==> config.mk <==
export PLATFORM = sky130hd
export DESIGN_NAME = cdb_arbiter
export DESIGN_NICKNAME = d
export VERILOG_FILES = /design/src/rtl/cdb_arbiter_pkg.sv /design/src/rtl/cdb_rr_arb.sv /design/src/rtl/cdb_arbiter.sv
export SDC_FILE = /design/constraint.sdc
export NUM_CORES = 1
export LEC_CHECK = 0
export CORE_UTILIZATION = 42
export CTS_CLUSTER_DIAMETER = 30
export DETAILED_ROUTE_END_ITERATION = 10
export PLACE_DENSITY = 0.72
export SYNTH_ARGS = -nofsm -noshare
export SYNTH_HDL_FRONTEND = slang
export SYNTH_HIERARCHICAL = 1
export SYNTH_SLANG_ARGS = --single-unit
==> constraint.sdc <==
create_clock -name clock -period 13.93 [get_ports clock]
set_clock_uncertainty 0.05 [all_clocks]
set_input_delay 2.0895 -clock clock [delete_from_list [all_inputs] [get_ports clock]]
set_output_delay 2.0895 -clock clock [all_outputs]
set_load 0.05 [all_outputs]
==> src/rtl/cdb_arbiter_pkg.sv <==
// rtl/cdb_arbiter_pkg.sv - shared CDB types: channel enum, broadcast packet, sizing constants.
// The CDB_RR_EN macro selects round-robin arbitration in cdb_rr_arb and cdb_arbiter.
package cdb_arbiter_pkg;

  localparam int NUM_FU    = 6;
  localparam int XLEN      = 32;
  localparam int PR_IDX_W  = 6;
  localparam int ROB_IDX_W = 5;
  localparam int FU_IDX_W  = 3;

  typedef enum logic [FU_IDX_W-1:0] {
    FU_ALU_1  = 3'd0,
    FU_ALU_2  = 3'd1,
    FU_ALU_3  = 3'd2,
    FU_MULT_1 = 3'd3,
    FU_MULT_2 = 3'd4,
    FU_BRANCH = 3'd5
  } fu_chan_e;

  typedef struct packed {
    logic [PR_IDX_W-1:0]  pr_idx;
    logic [ROB_IDX_W-1:0] rob_idx;
    logic [XLEN-1:0]      value;
    logic                 take_branch;
  } cdb_packet_t;

endpackage

==> src/rtl/cdb_rr_arb.sv <==
// rtl/cdb_rr_arb.sv - single-grant arbiter over the occupied CDB slots.
// CDB_RR_EN: round-robin from i_ptr; otherwise fixed priority, highest index wins.
module cdb_rr_arb #(
  parameter int N     = 6,
  parameter int IDX_W = 3
) (
  input  logic [N-1:0]     i_req,
  input  logic [IDX_W-1:0] i_ptr,
  output logic [N-1:0]     o_grant,
  output logic [IDX_W-1:0] o_idx
);

`ifdef CDB_RR_EN
  int w_best;
  int w_dist;

  // Winner is the requester at the smallest forward distance from the pointer.
  always_comb begin
    o_idx   = '0;
    o_grant = '0;
    w_best  = N;
    w_dist  = 0;
    for (int i = 0; i < N; i++) begin
      w_dist = i - int'(i_ptr);
      if (w_dist < 0) w_dist = w_dist + N;
      if (i_req[i] && (w_dist < w_best)) begin
        w_best = w_dist;
        o_idx  = IDX_W'(i);
      end
    end
    for (int i = 0; i < N; i++) begin
      o_grant[i] = (|i_req) && (o_idx == IDX_W'(i));
    end
  end
`else
  logic w_unused_ptr;
  assign w_unused_ptr = ^i_ptr;

  always_comb begin
    o_idx   = '0;
    o_grant = '0;
    for (int i = 0; i < N; i++) begin
      if (i_req[i]) o_idx = IDX_W'(i);
    end
    for (int i = 0; i < N; i++) begin
      o_grant[i] = (|i_req) && (o_idx == IDX_W'(i));
    end
  end
`endif

endmodule

==> src/rtl/cdb_arbiter.sv <==
// rtl/cdb_arbiter.sv - per-channel completion slots arbitrated onto one registered CDB broadcast.
// CDB_RR_EN: adds the round-robin pointer register; default build is fixed priority.
module cdb_arbiter #(
  parameter int NUM_FU    = cdb_arbiter_pkg::NUM_FU,
  parameter int XLEN      = cdb_arbiter_pkg::XLEN,
  parameter int PR_IDX_W  = cdb_arbiter_pkg::PR_IDX_W,
  parameter int ROB_IDX_W = cdb_arbiter_pkg::ROB_IDX_W
) (
  input  logic                          clock,
  input  logic                          reset,
  input  logic [NUM_FU-1:0]             fu_valid,
  output logic [NUM_FU-1:0]             fu_ready,
  input  logic [NUM_FU*PR_IDX_W-1:0]    fu_pr_idx,
  input  logic [NUM_FU*ROB_IDX_W-1:0]   fu_rob_idx,
  input  logic [NUM_FU*XLEN-1:0]        fu_value,
  input  logic [NUM_FU-1:0]             fu_take_branch,
  input  logic                          squash,
  output logic                          cdb_valid,
  output logic [PR_IDX_W-1:0]           cdb_pr_idx,
  output logic [ROB_IDX_W-1:0]          cdb_rob_idx,
  output logic [XLEN-1:0]               cdb_value,
  output logic                          cdb_take_branch,
  output logic [2:0]                    cdb_src
);
  import cdb_arbiter_pkg::*;

  localparam int IDX_W = 3;

  logic [NUM_FU-1:0] r_slot_valid;
  cdb_packet_t       r_slot_pkt [NUM_FU];
  cdb_packet_t       w_in_pkt   [NUM_FU];
  logic [NUM_FU-1:0] w_grant;
  logic [NUM_FU-1:0] w_capture;
  logic [IDX_W-1:0]  w_grant_idx;
  logic [IDX_W-1:0]  w_ptr;
  logic              w_any;

  always_comb begin
    for (int i = 0; i < NUM_FU; i++) begin
      w_in_pkt[i].pr_idx      = fu_pr_idx[i*PR_IDX_W +: PR_IDX_W];
      w_in_pkt[i].rob_idx     = fu_rob_idx[i*ROB_IDX_W +: ROB_IDX_W];
      w_in_pkt[i].value       = fu_value[i*XLEN +: XLEN];
      w_in_pkt[i].take_branch = fu_take_branch[i];
    end
  end

  assign w_any     = |r_slot_valid;
  // A slot being drained this edge can take a new packet at the same edge.
  assign fu_ready  = ~r_slot_valid | w_grant | {NUM_FU{squash}};
  assign w_capture = fu_valid & fu_ready & ~{NUM_FU{squash}};

`ifdef CDB_RR_EN
  logic [IDX_W-1:0] r_ptr;

  always_ff @(posedge clock or posedge reset) begin
    if (reset) begin
      r_ptr <= '0;
    end else if (!squash && w_any) begin
      r_ptr <= (w_grant_idx == IDX_W'(NUM_FU-1)) ? '0 : w_grant_idx + 1'b1;
    end
  end

  assign w_ptr = r_ptr;
`else
  assign w_ptr = '0;
`endif

  cdb_rr_arb #(
    .N     (NUM_FU),
    .IDX_W (IDX_W)
  ) u_arb (
    .i_req   (r_slot_valid),
    .i_ptr   (w_ptr),
    .o_grant (w_grant),
    .o_idx   (w_grant_idx)
  );

  always_ff @(posedge clock or posedge reset) begin
    if (reset) begin
      r_slot_valid <= '0;
      for (int i = 0; i < NUM_FU; i++) r_slot_pkt[i] <= '0;
    end else begin
      for (int i = 0; i < NUM_FU; i++) begin
        if (squash)            r_slot_valid[i] <= 1'b0;
        else if (w_capture[i]) r_slot_valid[i] <= 1'b1;
        else if (w_grant[i])   r_slot_valid[i] <= 1'b0;
        if (w_capture[i])      r_slot_pkt[i]   <= w_in_pkt[i];
      end
    end
  end

  always_ff @(posedge clock or posedge reset) begin
    if (reset) begin
      cdb_valid       <= 1'b0;
      cdb_pr_idx      <= '0;
      cdb_rob_idx     <= '0;
      cdb_value       <= '0;
      cdb_take_branch <= 1'b0;
      cdb_src         <= '0;
    end else if (squash) begin
      cdb_valid <= 1'b0;
    end else begin
      cdb_valid <= w_any;
      if (w_any) begin
        cdb_pr_idx      <= r_slot_pkt[w_grant_idx].pr_idx;
        cdb_rob_idx     <= r_slot_pkt[w_grant_idx].rob_idx;
        cdb_value       <= r_slot_pkt[w_grant_idx].value;
        cdb_take_branch <= r_slot_pkt[w_grant_idx].take_branch;
        cdb_src         <= w_grant_idx;
      end
    end
  end

endmodule

# Yosys cells after proc, flatten, opt, wreduce, memory -nomap -nowiden
# Index checks and enable logic that the tools add are counted.
# W data, S select, Z words.
dict set report totals {
  regBits 318
  elab_cells 92
}
dict set report op_classes {
  muxes 27
  bitwise 8
  n_reduce_logical 15
  eq_ne 5
  order_cmp 1
}
# operator count
set ops {}
lappend ops {{$bmux W44 S3} 1}
lappend ops {{$mux W44} 2}
lappend ops {{$mux W1} 20}
lappend ops {{$reduce_bool A3 Y1} 6}
lappend ops {{$and A6 B6 Y6} 2}
lappend ops {{$not A6 Y6} 2}
lappend ops {{$or A6 B6 Y6} 2}
lappend ops {{$eq A3 B2 Y1 const B} 2}
lappend ops {{$eq A3 B3 Y1 const B} 2}
lappend ops {{$logic_and A1 B1 Y1} 6}
lappend ops {{$mux W3} 2}
lappend ops {{$reduce_or A6 Y1} 1}
lappend ops {{$ge A4 B4 Y1 const B} 1}
lappend ops {{$mux W2} 2}
lappend ops {{$not A3 Y4} 1}
lappend ops {{$eq A3 B1 Y1 const B} 1}
lappend ops {{$logic_not A3 Y1} 1}
lappend ops {{$reduce_and A2 Y1} 1}
lappend ops {{$not A1 Y1} 1}

# Depth between registers and ports, before layout
dict set report depth {
  depth_word 13
  mapped_depth 8
}

# By module
# Netlist, hierarchy kept.
# module instances area_per_inst_um2 cells_per_inst
set modules_own_cells {}
lappend modules_own_cells {cdb_arbiter 1 14027.2 852}
lappend modules_own_cells {cdb_rr_arb 1 72.6 13}

# Worst setup path before layout
# No wires, ideal clock.
dict set report synth_path {
  path_kind {input -> output}
  from {input port squash}
  to {output port fu_ready[0]}
  t_required_ns 11.790
  n_path_buf 1
  slack_ns 9.071
  stages 2
  arrival_ns 2.720
  path_cell_list {clkbuf_1 > nand3b_1}
}
dict set report synth_via {
  elab_chain_len 1
}
# item line
set synth_lines {}
lappend synth_lines {{start, declared} cdb_arbiter.sv:17} ;# input logic squash,
lappend synth_lines {{$or A6 B6 Y6} cdb_arbiter.sv:49} ;# assign fu_ready = ~r_slot_valid | w_grant | {NUM_FU{squash}};
lappend synth_lines {{end, declared} cdb_arbiter.sv:12} ;# output logic [NUM_FU-1:0] fu_ready,
# No other way between the ends.

# Worst setup path after layout
dict set report layout_path {
  from {input port squash}
  to {output port fu_ready[4]}
}
# The elaborated chain is that of the path after synthesis.

==> flow_summary.json <==
{
  "cts-root-buf": "clkbuf_16",
  "r2r_cells": 6,
  "port_buffers": 326,
  "drt_wl_total_mm": 39.13,
  "die_height_um": 185.2,
  "met1_usage_pct": 30.53,
  "routedWlPerCell_um": 22.49,
  "setup_violations": 0,
  "worstHoldStart": "r_slot_pkt[143]",
  "fp.coreArea_mm2": 0.03278,
  "tightest_slew_ns": 1.104,
  "critPathMaxFanout": 14,
  "regToRegSetupSlack_ns": 10.33,
  "critPathMaxStageDelay_ns": 0.89,
  "track_usage_pct": 23.48,
  "drc_errors": 0,
  "slew_headroom_pct": 26.27,
  "ir_worst_vdd_uv": 122.7,
  "cts_hold_buf": 0,
  "area_growth_pct": 45.51,
  "r2r-end": "cdb_value[15]",
  "p_sw_uw": 1120,
  "whs_endpoint": "r_slot_pkt[143]",
  "grt_max_degree": 113,
  "drive_gt1_share_pct": 43.18,
  "reg2reg_from": "r_slot_valid[4]",
  "die_w_um": 185.2,
  "grt_use_met2_pct": 37.14,
  "syn_nets": 1137,
  "grt_pass1_wl_mm": 59.42,
  "swShare_pct": 27.66,
  "path_common_cell": "clkdlybuf4s50_1",
  "power_density_mw_per_mm2": 197.3,
  "grt_pass1_vias": 10097,
  "num_rows": 66,
  "final_core_util_pct": 62.56,
  "cts-buffers-inserted": 75,
  "hold_depth": 1,
  "cts_resized": 0,
  "die_area_mm2": 0.03430,
  "post-cts-setup-buffers": 0,
  "worst_ep_arrival_time_ns": 4.06,
  "grt_antenna_before_repair": 5,
  "whs_ns": 0.4468,
  "busiest_layer": "met2",
  "crit_path_end_kind": "output port",
  "netlist_area_mm2": 0.01410,
  "num_vias": 9075,
  "power.share.clock_pct": 45.8,
  "hpwl_mm": 25.10,
  "clock_latency_ns": 0.56,
  "htreeDepth": 3,
  "nets": 1500,
  "clockBufferDepth": 3,
  "crit_type": "input port to output port",
  "dp_cells": 1592,
  "crit_family": "buffers and inverters",
  "start_util_pct": 43.00,
  "start_kind": "input port",
  "outcome": "completed",
  "avgSynthCellArea_um2": 16.31,
  "critPathBufInv": 2,
  "maxCapViolCount": 0,
  "crit_required_ns": 11.79,
  "cts_sinks": 318,
  "place_worst_setup_slack_ns": 7.711,
  "final_cells": 1740,
  "share_comb_of_total_power_pct": 23.0,
  "rsz0062_at_grt": "no",
  "syn_inst": 864,
  "cpMaxStageDelayCell": "clkdlybuf4s50_1",
  "period_share_pct": 44.50,
  "routed_via_density": 5.216,
  "routabilityCongestion": 0.7742,
  "seqPwrFrac_pct": 31.3,
  "ys_warn_count": 6,
  "clk_pin_slew_ns": 0.04,
  "pin_count": 327,
  "hold_violations": 0,
  "max_freq_ghz": 0.1613,
  "leakage_uw": 0.008560,
  "finalSetupTns_ns": 0,
  "slew_violations": 0,
  "path_cells": "clkdlybuf4s50_1 > nand3b_1 > clkdlybuf4s50_1",
  "final_antenna_net_count": 0,
  "min_period_ns": 6.199,
  "cts_tree": "built",
  "grt_overflow_total": 0,
  "crit_cells": 3,
  "use_met3_pct": 6.626,
  "hold_path_class": "flop to flop",
  "dr.pass1.iters": 4,
  "setup_slack_ns": 7.731,
  "p_int_uw": 2927,
  "drt_iter0_drc": 463
}
==> power groups by stage <==
stage / Sequential (uW) / Clock [uW] / Combinational, uW
6_report: 1260 / 1850 / 931
5_1_grt: 1290 / 1930 / 984
4_1_cts: 1260 / 1880 / 941
3_5_place_dp: 1270 / 0 / 936
3_3_place_gp: 1260 / 0 / 923
2_1_floorplan: 1420 / 0 / 472
==> worst reg2reg max path: cells and delay by family (launching register included) <==
kind | cells | cell delay [ns]
multiplexers | 2 | 0.98
AO/OA/AOI/OAI | 2 | 0.94
buffers and inverters | 1 | 0.85
flip-flops | 1 | 0.49
AND/OR/NAND/NOR | 1 | 0.18
==> sequential cells by signal (all words and copies together), names as in the netlist <==
register / flops
cdb_take_branch: 1
cdb_value: 32
r_slot_valid: 6
cdb_valid: 1
cdb_src: 3
r_slot_pkt: 264
cdb_rob_idx: 5
cdb_pr_idx: 6
==> how the worst max path moves through the flow <==
stage | start | to | slack [ns]
2_1_floorplan | reset | cdb_pr_idx[0] | 2.99
3_3_place_gp | squash | fu_ready[4] | 7.74
3_5_place_dp | squash | fu_ready[4] | 7.71
4_1_cts | squash | fu_ready[4] | 7.72
5_1_grt | squash | fu_ready[4] | 7.63
6_report | squash | fu_ready[4] | 7.73
==> cell type report <==
cell class	count	area [um2]
clock inverters	46	626.9
repair buffers	341	3376
flip-flops and latches	318	7958
diodes	8	20.02
multi-input cells	481	5852
well taps	442	553.0
inverters	10	45.04
fillers	2454	12270
clock buffers	94	2081
==> metal layers <==
layer,wire [um],vias to the layer above,share of wire (%)
met1,16340,4717,42
met2,19000,301,49
met4,1032,0,2.6
met3,2759,65,7.1
li1,-,3992,-
met5,0,-,0
==> stage by stage <==
step                area [um2]  total power, uW
floorplan                14100             1895
global placement         17780             2187
detailed placement       17780             2208
CTS                      20490             4083
global route             20500             4207
finish                   20510             4047
==> layout by cell type, fill, tap and decap left out, types with 5 or more instances in the layout <==
master,count
clkinvlp_4,5
mux4_2,42
clkdlybuf4s50_1,326
clkinv_4,5
nand2_1,6
clkbuf_16,77
bufinv_16,12
dfrtp_1,318
nand3b_1,6
nor2_1,5
a22o_1,44
buf_4,15
clkinv_2,12
clkbuf_1,8
mux2_4,40
a21oi_4,7
mux2_2,315
diode_2,8
inv_1,7
clkbuf_8,9
nand2b_1,6
inv_6,8
Power figures use the tool's default switching activity.
